[src/rtl/csr_trap_ctrl.sv]
// Machine-mode trap/mret sequencer: serialises mepc/mcause/mtval/mstatus updates
// onto the single csrfile write port and issues the fetch redirect.
module csr_trap_ctrl #(
  parameter int XLEN = 32
) (
  input  logic            clk_i,
  input  logic            rst_i,
  input  logic            wb_csr_we_i,
  input  logic [11:0]     wb_csr_waddr_i,
  input  logic [XLEN-1:0] wb_csr_wdata_i,
  input  logic            exc_valid_i,
  input  logic [3:0]      exc_cause_i,
  input  logic [XLEN-1:0] exc_pc_i,
  input  logic [XLEN-1:0] exc_tval_i,
  input  logic            mret_i,
  input  logic            irq_ext_i,
  input  logic            irq_timer_i,
  input  logic [XLEN-1:0] mstatus_i,
  input  logic [XLEN-1:0] mie_i,
  input  logic [XLEN-1:0] mtvec_i,
  input  logic [XLEN-1:0] mepc_i,
  output logic            csr_we_o,
  output logic [11:0]     csr_waddr_o,
  output logic [XLEN-1:0] csr_wdata_o,
  output logic            wb_stall_o,
  output logic            flush_o,
  output logic            busy_o,
  output logic            redirect_valid_o,
  output logic [XLEN-1:0] redirect_pc_o
);

  typedef enum logic [2:0] {
    IDLE      = 3'd0,
    W_MEPC    = 3'd1,
    W_MCAUSE  = 3'd2,
    W_MTVAL   = 3'd3,
    W_MSTATUS = 3'd4,
    MRET_ST   = 3'd5,
    REDIRECT  = 3'd6
  } state_t;

  localparam logic [11:0] ADDR_MSTATUS = 12'h300;
  localparam logic [11:0] ADDR_MEPC    = 12'h341;
  localparam logic [11:0] ADDR_MCAUSE  = 12'h342;
  localparam logic [11:0] ADDR_MTVAL   = 12'h343;

  localparam logic [XLEN-1:0] CAUSE_EXT   = {1'b1, {(XLEN-5){1'b0}}, 4'hB};
  localparam logic [XLEN-1:0] CAUSE_TIMER = {1'b1, {(XLEN-5){1'b0}}, 4'h7};

  state_t          state_r;
  logic [XLEN-1:0] pc_r;
  logic [XLEN-1:0] cause_r;
  logic [XLEN-1:0] tval_r;
  logic [XLEN-1:0] mstatus_r;
  logic            irq_r;
  logic [XLEN-1:0] redirect_pc_r;

  logic            idle_s;
  logic            ext_ok_s;
  logic            timer_ok_s;
  logic            trigger_s;
  logic [XLEN-1:0] mstatus_eff_s;
  logic            unused_mie_s;

  // Trap entry: MPIE <= MIE, MIE <= 0, MPP <= M.
  function automatic logic [XLEN-1:0] trap_mstatus(input logic [XLEN-1:0] m);
    logic [XLEN-1:0] r;
    r        = m;
    r[7]     = m[3];
    r[3]     = 1'b0;
    r[12:11] = 2'b11;
    return r;
  endfunction

  // Trap return: MIE <= MPIE, MPIE <= 1, MPP stays M.
  function automatic logic [XLEN-1:0] mret_mstatus(input logic [XLEN-1:0] m);
    logic [XLEN-1:0] r;
    r        = m;
    r[3]     = m[7];
    r[7]     = 1'b1;
    r[12:11] = 2'b11;
    return r;
  endfunction

  function automatic logic [XLEN-1:0] trap_vector(input logic [XLEN-1:0] tvec,
                                                  input logic            irq,
                                                  input logic [3:0]      code);
    logic [XLEN-1:0] base;
    base = {tvec[XLEN-1:2], 2'b00};
    if (irq && (tvec[1:0] == 2'b01)) begin
      return base + {{(XLEN-6){1'b0}}, code, 2'b00};
    end else begin
      return base;
    end
  endfunction

  assign idle_s       = (state_r == IDLE);
  assign ext_ok_s     = mstatus_i[3] & mie_i[11] & irq_ext_i;
  assign timer_ok_s   = mstatus_i[3] & mie_i[7] & irq_timer_i;
  assign trigger_s    = exc_valid_i | mret_i | ext_ok_s | timer_ok_s;
  assign unused_mie_s = ^{mie_i[XLEN-1:12], mie_i[10:8], mie_i[6:0]};

  // A writeback update of mstatus in the trigger cycle must not be lost under the trap.
  assign mstatus_eff_s = (wb_csr_we_i && (wb_csr_waddr_i == ADDR_MSTATUS)) ?
                         wb_csr_wdata_i : mstatus_i;

  // Sequencer state and trap-context latches.
  always_ff @(posedge clk_i) begin
    if (rst_i) begin
      state_r       <= IDLE;
      pc_r          <= '0;
      cause_r       <= '0;
      tval_r        <= '0;
      mstatus_r     <= '0;
      irq_r         <= 1'b0;
      redirect_pc_r <= '0;
    end else begin
      case (state_r)
        IDLE: begin
          if (exc_valid_i) begin
            pc_r      <= {exc_pc_i[XLEN-1:2], 2'b00};
            cause_r   <= {{(XLEN-4){1'b0}}, exc_cause_i};
            tval_r    <= exc_tval_i;
            mstatus_r <= mstatus_eff_s;
            irq_r     <= 1'b0;
            state_r   <= W_MEPC;
          end else if (mret_i) begin
            mstatus_r <= mstatus_eff_s;
            state_r   <= MRET_ST;
          end else if (ext_ok_s || timer_ok_s) begin
            pc_r      <= {exc_pc_i[XLEN-1:2], 2'b00};
            cause_r   <= ext_ok_s ? CAUSE_EXT : CAUSE_TIMER;
            tval_r    <= '0;
            mstatus_r <= mstatus_eff_s;
            irq_r     <= 1'b1;
            state_r   <= W_MEPC;
          end else begin
            state_r   <= IDLE;
          end
        end
        W_MEPC:    state_r <= W_MCAUSE;
        W_MCAUSE:  state_r <= W_MTVAL;
        W_MTVAL:   state_r <= W_MSTATUS;
        W_MSTATUS: begin
          redirect_pc_r <= trap_vector(mtvec_i, irq_r, cause_r[3:0]);
          state_r       <= REDIRECT;
        end
        MRET_ST: begin
          redirect_pc_r <= mepc_i;
          state_r       <= REDIRECT;
        end
        REDIRECT: begin
          redirect_pc_r <= '0;
          state_r       <= IDLE;
        end
        default: state_r <= IDLE;
      endcase
    end
  end

  // Write-port arbitration: writeback owns the port only while idle.
  always_comb begin
    csr_we_o    = 1'b0;
    csr_waddr_o = 12'h000;
    csr_wdata_o = '0;
    case (state_r)
      IDLE: begin
        csr_we_o    = wb_csr_we_i & ~rst_i;
        csr_waddr_o = wb_csr_waddr_i;
        csr_wdata_o = wb_csr_wdata_i;
      end
      W_MEPC: begin
        csr_we_o    = 1'b1;
        csr_waddr_o = ADDR_MEPC;
        csr_wdata_o = pc_r;
      end
      W_MCAUSE: begin
        csr_we_o    = 1'b1;
        csr_waddr_o = ADDR_MCAUSE;
        csr_wdata_o = cause_r;
      end
      W_MTVAL: begin
        csr_we_o    = 1'b1;
        csr_waddr_o = ADDR_MTVAL;
        csr_wdata_o = tval_r;
      end
      W_MSTATUS: begin
        csr_we_o    = 1'b1;
        csr_waddr_o = ADDR_MSTATUS;
        csr_wdata_o = trap_mstatus(mstatus_r);
      end
      MRET_ST: begin
        csr_we_o    = 1'b1;
        csr_waddr_o = ADDR_MSTATUS;
        csr_wdata_o = mret_mstatus(mstatus_r);
      end
      default: begin
        csr_we_o    = 1'b0;
        csr_waddr_o = 12'h000;
        csr_wdata_o = '0;
      end
    endcase
  end

  // Status and redirect outputs decoded from the state register.
  always_comb begin
    busy_o           = ~idle_s;
    wb_stall_o       = wb_csr_we_i & ~idle_s;
    redirect_valid_o = (state_r == REDIRECT);
    redirect_pc_o    = redirect_pc_r;
    if (idle_s) begin
      flush_o = trigger_s & ~rst_i;
    end else begin
      flush_o = 1'b0;
    end
  end

endmodule

[config.mk]
export PLATFORM = sky130hd
export DESIGN_NAME = csr_trap_ctrl
export DESIGN_NICKNAME = d
export VERILOG_FILES = /design/src/rtl/csr_trap_ctrl.sv
export SDC_FILE = /design/constraint.sdc
export NUM_CORES = 1
export LEC_CHECK = 0
export ABC_CLOCK_PERIOD_IN_PS = 3350
export CORE_MARGIN = 4
export CORE_UTILIZATION = 45
export DETAILED_ROUTE_END_ITERATION = 8
export PLACE_DENSITY = 0.87
export REMOVE_ABC_BUFFERS = 1
export SLEW_MARGIN = 20
export SYNTH_ARGS = -nofsm -noshare
export SYNTH_HDL_FRONTEND = slang
export SYNTH_SLANG_ARGS = --single-unit
export TNS_END_PERCENT = 5
[constraint.sdc]
create_clock -name clk_i -period 3.35 [get_ports clk_i]
set_input_delay 0.5025 -clock clk_i [delete_from_list [all_inputs] [get_ports clk_i]]
set_output_delay 0.5025 -clock clk_i [all_outputs]
set_load 0.005 [all_outputs]
==> results.md, run 1 <==
* Comb pwr share at 51.8%
* Peak VDD IR at 442 uV
* IO Pins at 328
* Max-cap viol count at 0
* Final Net Count at 1,362
* Die height at 133 microns
* Worst Path Arrival at ~2.5 ns
* Clock Path Buffers at 2
* Switching Share at 38.4%
* Max stage delay on crit path at between 0.5 and 0.6 ns
* Reg power frac at between 20 and 30%
* Routed vias at approximately 7,900
* Cell Area, Placed at roughly 10,000 sq um
* Crit path max fanout at 18
* Fmax at roughly 330 MHz
* Minimum clock period at between 3 and 4 ns
* Cell Area, Synth at ~7000 sq um
* Fin crit share at about nine tenths
* Row count at 45
* Unrepaired setup endpoints after global routing: false
* Synth warnings at 0
* CP max-delay cell: nor2_1
* Clock latency on the worst-skew pair at 0.42 ns
* Initial antenna violation count at 1
* Total track usage at slightly below 30%
* Relative slew margins at between 50% and 60%
* Vias in the first global route at ~7,500
* Post-route DRC at 0
* Top FF cell, synth: dfxtp_1
* TritonCTS clock tree: built
* Pint at 5.43 mW
* Worst slew pin tran at 0.679 ns
* Net switching power at around 3.4 mW
* Most common cell after layout, fill and taps aside: clkdlybuf4s50_1
* Post-CTS Setup Bufs at 0
* LEAKAGE at roughly 4 nW
* Final WL at ~27,000 microns
* Die area at 17,600 sq um
* Overflow after GRT at 0
* Pre-antenna DRT Iters at 5
* Average wire per cell in the routed design at roughly 20 microns
* Synth unique cells at 60
* Layout cell share with drive strength beyond 1 at 6.60%
* Place WS at approximately 0.32 ns
* Post-synth EDFFs at 0
* Port-buffer cells at approximately 290
* Final worst clock skew at between 0.008 and 0.009 ns
* Core Box Area at about 15,000 sq um
* Hold Violations, Final at 0
* Clock Power Share at a little over a fifth
* Syn Area/Cell at around 8 sq um
* Placed insts at around 1,300
* Largest cells by area after synthesis: dfxtp_1 38%, nor2_1 5.8%, mux2i_1 5.7%, nand2_1 4.8%, a21oi_1 4.5%
* Average vias per placed instance at between 6 and 7
* Gate count after technology mapping at around 850
* First-pass GRT wire length at 40,800 microns
* Syn-to-layout area delta at 52.3%
* Largest net degree at the start of global routing at about 120
* Outcome: completed
* Seq/Total Area, Yosys at 37.8%
* Post-route insts no fill at approximately 1,300
* Cts repair resizes at 0
* Dominant cell type by area after synthesis: dfxtp_1
* Max Slew Vio Count at 0
* Placed wire-length estimate at around 18,000 microns
* Synth Register Bits at approximately 130
* Routability cong. at approximately 0.9
* Final instance area at ~11,000 sq um
* WP data required at around 2.9 ns
* Pwr dens at 828 nW/um^2
* Die X at about 130 microns
* Detail Route Antenna Nets at 0
* Clock transition at path regs at 0.06 ns
* Total CTS buffers at 17
* Setup crit start kind: flop
* Element type at the critical path end: primary output
* Starting density of the core at between 40% and 50%
* Yosys top cell area share at 37.8%
* Crit-path cells: buf_4 -> nor2_1 -> a21oi_1 -> o22ai_1 -> clkdlybuf4s50_1
* Initial DRC Count at approximately 790
* Most frequent cells in the layout: 292 x clkdlybuf4s50_1, 132 x dfxtp_1, 107 x nor2_1, 90 x nand2_1, 63 x a21oi_1
* CTS hold repair buffers at 0
* Final-report setup violation count at 0
* Asr flop ratio synth at 0%
* CTS root buffer: clkbuf_16
* Total Neg Setup Slack at 0 ns
* Critical path class: reg2out
* Final setup margin at 0.328 ns
* HP Class: in2reg
* H-tree depth at 4
* CTS Sinks at about 130
[routing by layer]
| layer | global-route usage, % | wire (microns) |
|---|---|---|
| met5 | 0 | 0 |
| met4 | 13.0 | 1220 |
| met3 | 6.58 | 2040 |
| met2 | 48.5 | 13000 |
| met1 | 36.0 | 10500 |
[worst paths after layout]
check                                 from                 to  slack [ns]  depth (start not counted)
worst max-delay path            state_r[0]     csr_wdata_o[0]        0.33                          5
worst min-delay path                 rst_i          tval_r[3]        0.45                          2
worst max register to register  cause_r[0]  redirect_pc_o[20]        0.88                          9
worst min register to register     pc_r[7]            pc_r[7]        0.45                          2
[power by group through the flow]
| stage | clock network (mW) | logic (mW) | registers, mW |
|---|---|---|---|
| floorplan | 0 | 2.13 | 2.45 |
| finish | 1.87 | 4.57 | 2.38 |
| detailed placement | 0 | 4.50 | 2.39 |
| CTS | 1.89 | 4.54 | 2.37 |
| global route | 1.96 | 4.90 | 2.43 |
| global placement | 0 | 4.42 | 2.37 |
[critical path: cells and delay by family, from the launching register on]
kind,cells,cell delay (ns)
AOI/OAI and AO/OA,2,0.34
DFF,1,0.41
buffers and inverters,2,0.80
and+or+nand+nor,1,0.55
[per-stage QoR]
step	hold WS [ns]	power (mW)	util [%]
3_5_place_dp	0.447	6.90	66.2
5_1_grt	0.452	9.29	70.1
2_1_floorplan	0.427	4.58	-
6_report	0.447	8.82	70.1
3_3_place_gp	0.441	6.79	66.2
4_1_cts	0.432	8.80	70.1
[layout make-up]
| class | instances | area (sq um) |
|---|---|---|
| fill | 1179 | 4540 |
| multi-input combinational | 626 | 3990 |
| timing repair buffer | 318 | 3140 |
| sequential | 132 | 2640 |
| clock buffer | 17 | 425 |
| tap | 188 | 235 |
| clock inverter | 14 | 161 |
| inverter | 15 | 56.3 |
| antenna | 1 | 2.50 |
[cells in the mapped netlist, types with 3 or more instances]
cell type,instances
a31oi_1,3
mux2i_1,40
dfxtp_1,132
and3_1,10
clkbuf_1,53
a211oi_1,41
a21boi_0,3
a221oi_1,9
inv_1,13
ha_1,4
buf_2,17
xnor2_1,20
nor3_1,10
nand2b_1,3
a22o_1,25
o21a_1,3
o21ai_0,26
and2_1,11
o21bai_1,3
a311oi_1,3
a22oi_1,41
a2111oi_0,3
mux4_2,3
o32ai_1,3
a221o_1,24
o22ai_1,19
nand3_1,13
a21o_1,3
nor2b_1,5
nand2_1,90
nand4_1,3
nor4_1,9
a21oi_1,63
nor2_1,109
[kinds of logic (layout without fill, tap and decap cells)]
group / Yosys count / in the layout / share of synthesized area [%]
compound gates: 280 / 280 / 28.3
simple gates: 277 / 277 / 18.1
flops: 132 / 132 / 37.8
buf+inv: 91 / 364 / 5.52
mux: 43 / 43 / 6.69
xor+xnor: 21 / 21 / 2.63
fa+ha+maj: 5 / 5 / 1.00
other cells: 0 / 1 / 0
[state kept, by name (all words and copies together), names as in the netlist]
name / count
cause_r: 5
state_r: 3
redirect_pc_o: 32
mstatus_r: 30
tval_r: 32
pc_r: 30
Power figures use the tool's default switching activity.
==> run 2: changes to the inputs <==
--- a/config.mk
+++ b/config.mk
@@ -7,9 +7,10 @@
 export LEC_CHECK = 0
 export ABC_CLOCK_PERIOD_IN_PS = 3350
 export CORE_MARGIN = 4
-export CORE_UTILIZATION = 45
+export CORE_UTILIZATION = 46
+export CTS_BUF_LIST = sky130_fd_sc_hd__clkbuf_8
 export DETAILED_ROUTE_END_ITERATION = 8
-export PLACE_DENSITY = 0.87
+export PLACE_DENSITY = 0.88
 export REMOVE_ABC_BUFFERS = 1
 export SLEW_MARGIN = 20
 export SYNTH_ARGS = -nofsm -noshare
==> run 2 against run 1 <==
Net effect:
- hold slack improved by 0.011 ns
- global-route usage increased by 0.88 points
- highest routed layer unchanged
- sequential cell count unchanged
- largest cell class unchanged
- total power decreased by 1.8%
- wire length decreased by 0.13%
- fmax decreased by 6.4%
- clock-buffer cell count increased by 4
- worst setup slack got worse by 0.21 ns
- critical path type unchanged
- clock power decreased by 13%
- sequential power about the same
==> results.md, run 2 (synthesized netlist as in run 1, its figures left out) <==
* Die area at around 17,000 sq um
* Setup crit start kind: flop
* Worst slew pin tran at between 0.7 and 0.8 ns
* Pre-antenna DRT Iters at 5
* Element type at the critical path end: primary output
* CP max-delay cell: dfxtp_1
* Net switching power at 3.36 mW
* Final Core Density at between 70% and 80%
* CTS root buffer: clkbuf_8
* Crit path max fanout at 13
* Hold Violations, Final at 0
* Total CTS buffers at 17
* Clock Power Share at approximately a fifth
* Post-CTS Setup Bufs at 0
* Core Box Area at about 15,000 sq um
* Pwr dens at 816 nW/um^2
* Most common cell after layout, fill and taps aside: clkdlybuf4s50_1
* Final worst clock skew at ~0.014 ns
* WL met1 at between 10,000 and 15,000 microns
* CTS hold repair buffers at 0
* Vias in the first global route at around 7,700
* WP data required at ~2.9 ns
* WL met2 at roughly 13,000 microns
* Fin crit share at 96.4%
* Worst Path Arrival at 2.73 ns
* Highest Signal Layer: met4
* Placed wire-length estimate at 18,900 microns
* Met3 Routed Length at ~1900 microns
* Minimum clock period at approximately 3.2 ns
* Peak VDD IR at 597 uV
* Overflow after GRT at 0
* First-pass GRT wire length at approximately 42,000 microns
* Most frequent cells in the layout: 292 x clkdlybuf4s50_1, 132 x dfxtp_1, 107 x nor2_1, 90 x nand2_1, 63 x a21oi_1
* Row count at between 40 and 50
* Post-route DRC at 0
* Final WL at about 27,000 microns
* Clock transition at path regs at 0.07 ns
* Reg power frac at 27.7%
* Starting density of the core at between 40 and 50%
* Critical path class: reg2out
* Unrepaired setup endpoints after global routing: false
* Ant diodes at 0
* H-tree depth at 4
* Fmax at 310 MHz
* Final-report setup violation count at 0
* Clock latency on the worst-skew pair at between 0.4 and 0.5 ns
* CTS Sinks at about 130
* Layout cell share with drive strength beyond 1 at a little under 7%
* Die X at roughly 130 microns
* Total track usage at 29.9%
* Cts repair resizes at 0
* Clock Path Buffers at 2
* Max Slew Vio Count at 0
* Routability cong. at around 0.90
* Max-cap viol count at 0
* TritonCTS clock tree: built
* Average vias per placed instance at ~6.1
* Placed insts at 1,278
* Port-buffer cells at ~300
* Comb pwr share at a little over half
* Worst hold slack at 0.458 ns
* LEAKAGE at a little over 4 nW
* Final Net Count at 1,365
* Outcome: completed
* Largest net degree at the start of global routing at around 100
* Total power at 8.66 mW
* Initial antenna violation count at 0
* Initial DRC Count at a little under 800
* Average wire per cell in the routed design at slightly above 20 microns
* Crit-path cells: buf_4 -> mux4_2 -> inv_1 -> o21ai_0 -> clkdlybuf4s50_1
* Die height at between 100 and 150 microns
* Switching Share at approximately two fifths
* Relative slew margins at between 50 and 60%
* IO Pins at 328
* Routed vias at 7,932
* Post-route insts no fill at 1,310
* HP Class: reg2reg
* Pint at between 5 and 6 mW
* Detail Route Antenna Nets at 0
* Max stage delay on crit path at ~0.71 ns
* Syn-to-layout area delta at 51.6%
run 2: cell type report:
class	instances	area [sq um]
clock buffer	21	289
tap	184	230
inverter	15	56.3
clock inverter	11	196
timing repair buffer	321	3200
multi-input combinational	626	3990
sequential	132	2640
fill	1103	4090
run 2: per-stage QoR:
stage / setup WS, ns / TNS [ns] / area, sq um
finish: 0.122 / 0 / 10600
global route: 0.00788 / 0 / 10600
CTS: 0.138 / 0 / 10600
detailed placement: 0.341 / 0 / 10100
global placement: 0.392 / 0 / 10100
floorplan: -0.337 / -0.383 / 6670
run 2: layer usage:
metal  up-vias  global-route usage (%)
met4         0                    14.2
met2       426                    50.3
met1      3763                    37.5
li1       3664                       -
met5         -                       0
met3        79                    5.28
run 2: worst max-delay path: cells and delay by family, from the launching register on:
kind            cells  cell delay (ns)
compound gates      1             0.10
buf+inv             3             0.95
flops               1             0.71
mux                 1             0.51
run 2: power groups by stage:
stage | Sequential [mW] | Combinational (mW) | Clock [mW]
after floorplan | 2.45 | 2.13 | 0
after global placement | 2.39 | 4.49 | 0
after CTS | 2.39 | 4.60 | 1.65
after global routing | 2.45 | 4.99 | 1.72
final | 2.40 | 4.63 | 1.63
after detailed placement | 2.42 | 4.57 | 0
run 2: worst paths after layout:
path / from / slack [ns] / to / depth (start not counted)
min: pc_r[7] / 0.46 / pc_r[7] / 2
min reg2reg: pc_r[7] / 0.46 / pc_r[7] / 2
max reg2reg: state_r[0] / 0.68 / redirect_pc_o[10] / 5
max: state_r[0] / 0.12 / csr_wdata_o[3] / 5
==> run 3: changes to the inputs <==
--- a/config.mk
+++ b/config.mk
@@ -9,8 +9,9 @@
 export CORE_MARGIN = 4
 export CORE_UTILIZATION = 46
 export CTS_BUF_LIST = sky130_fd_sc_hd__clkbuf_8
+export CTS_CLUSTER_DIAMETER = 40
 export DETAILED_ROUTE_END_ITERATION = 8
-export PLACE_DENSITY = 0.88
+export PLACE_DENSITY_LB_ADDON = 0.12
 export REMOVE_ABC_BUFFERS = 1
 export SLEW_MARGIN = 20
 export SYNTH_ARGS = -nofsm -noshare
==> run 3 against run 2 <==
Net effect:
- clock-buffer cell count is 4 lower
- non-clock buffer count is 1 higher
- sequential cell count stayed put
- highest routed layer unchanged
- die area stayed put
- via count is 3.0% lower
- cell count is 0.15% higher
==> results.md, run 3 (synthesized netlist as in run 1, its figures left out) <==
* Outcome: completed
* Minimum clock period at roughly 3.1 ns
* Critical path origin: state_r[0]
* Die height at about 130 microns
* Reg power frac at between 20 and 30%
* LEAKAGE at 3.99 nW
* Routability cong. at approximately 0.87
* Pre-antenna DRT Iters at 5
* Net switching power at approximately 3.3 mW
* Relative slew margins at between 40% and 50%
* Post-CTS Setup Bufs at 0
* Worst Path Arrival at approximately 2.6 ns
* Total track usage at ~29%
* Starting density of the core at between 40% and 50%
* Worst reg2reg endpoint: redirect_pc_o[20]
* Initial antenna violation count at 1
* Critical path class: reg2out
* Most frequent cells in the layout: 292 x clkdlybuf4s50_1, 132 x dfxtp_1, 107 x nor2_1, 90 x nand2_1, 63 x a21oi_1
* Routed vias at about 7,700
* Worst Path Buf+Inv at 3
* Clock Path Buffers at 2
* CTS root buffer: clkbuf_8
* H-tree depth at 4
* Clock Power Share at about 16%
* FF-to-FF setup slack at ~0.97 ns
* R2R cell count at 9
* Fin crit share at 92.8%
* Final-layout fill cell count at between 1,000 and 1,500
* Setup crit start kind: flop
* Family with the most delay on the worst path: buffers and inverters
* Final Core Density at 71.6%
* Layout cell share with drive strength beyond 1 at about 6.8%
* Syn-to-layout area delta at 50.5%
* Multi-input gate area at ~4000 sq um
* Worst slew pin tran at roughly 0.82 ns
* TritonCTS clock tree: built
* Hold Violations, Final at 0
* Fmax at approximately 320 MHz
* Placed wire-length estimate at ~18,000 microns
* Max Slew Vio Count at 0
* FF/Latch Area at 2640 sq um
* CP Capture Point: csr_wdata_o[25]
* Max-cap viol count at 0
* Total power at 8.29 mW
* Average vias per placed instance at 5.87
* Placed insts at around 1,300
* CTS Sinks at 132
* Most common cell after layout, fill and taps aside: clkdlybuf4s50_1
* Post-route DRC at 0
* Element type at the critical path end: primary output
* CP max-delay cell: clkdlybuf4s50_1
* Clock latency on the worst-skew pair at ~0.46 ns
* Detail Route Antenna Nets at 0
* Crit path max fanout at 35
* Initial DRC Count at approximately 660
* Worst hold slack at 0.244 ns
* First-pass GRT wire length at 40,200 microns
* Switching Share at between 30% and 40%
* Unrepaired setup endpoints after global routing: false
* WP data required at 2.85 ns
* Final Net Count at ~1,400
* Die area at around 17,000 sq um
* Post-route insts no fill at 1,312
* Peak VDD IR at 422 uV
* IO Pins at approximately 330
* Max stage delay on crit path at ~0.54 ns
* Worst r2r src: cause_r[0]
* Crit-path cells: buf_6 -> nand2b_1 -> nor2_2 -> buf_4 -> a221o_1 -> clkdlybuf4s50_1
* Clock transition at path regs at roughly 0.080 ns
* Vias in the first global route at 7,507
* Average wire per cell in the routed design at ~19 microns
* Core Box Area at between 10,000 and 15,000 sq um
* Pwr dens at roughly 790 nW/um^2
* HP Class: in2reg
* Final worst clock skew at between 0.01 and 0.015 ns
* Port-buffer cells at just under 300
* Die X at 131 microns
* Final-report setup violation count at 0
* Largest net degree at the start of global routing at 61
* Comb pwr share at roughly 55%
* Pint at 4.99 mW
* Row count at 44
* Overflow after GRT at 0
* Critical path depth at 6
* Total CTS buffers at 17
* Final WL at ~25,000 microns
run 3: per-stage QoR:
step | instance area (sq um) | setup TNS [ns] | setup slack, ns
2_1_floorplan | 6670 | -0.383 | -0.337
3_3_place_gp | 10100 | 0 | 0.381
3_5_place_dp | 10100 | 0 | 0.353
4_1_cts | 10500 | 0 | 0.111
5_1_grt | 10500 | 0 | 0.0814
6_report | 10500 | 0 | 0.241
run 3: how the worst min path moves through the flow:
stage,cells after the start,startpoint,to,slack [ns]
3_3_place_gp,2,pc_r[31],pc_r[31],0.44
3_5_place_dp,2,pc_r[15],pc_r[15],0.45
5_1_grt,2,rst_i,pc_r[31],0.23
6_report,2,rst_i,pc_r[31],0.24
2_1_floorplan,2,pc_r[31],pc_r[31],0.43
4_1_cts,2,rst_i,pc_r[31],0.23
run 3: area by class of cell:
class / count / share of cell area, %
inverters: 15 / 0.535
multi-input cells: 626 / 37.9
well taps: 184 / 2.19
repair buffers: 322 / 30.5
clock buffers: 17 / 2.22
clock inverters: 15 / 1.49
flip-flops and latches: 132 / 25.1
diodes: 1 / 0.0238
run 3: power groups by stage:
stage / Sequential (mW) / Combinational, mW / Clock (mW)
after detailed placement: 2.39 / 4.54 / 0
final: 2.37 / 4.57 / 1.36
after global routing: 2.43 / 4.96 / 1.44
after global placement: 2.38 / 4.48 / 0
after floorplan: 2.45 / 2.13 / 0
after CTS: 2.36 / 4.57 / 1.38
run 3: per-layer routing:
layer,vias to the layer above,part of all wire [%],GRT usage [%]
met5,-,0,0
met4,0,3.2,11.6
met3,54,8.3,7.49
met2,352,47,46.6
met1,3622,42,36.6
li1,3668,-,-
run 3: what timing repair did:
item | 4_1_cts | 5_1_grt
gates resized for setup | 0 | 1
endpoints found under the setup margin | 0 | 13
hold buffers | 0 | 0
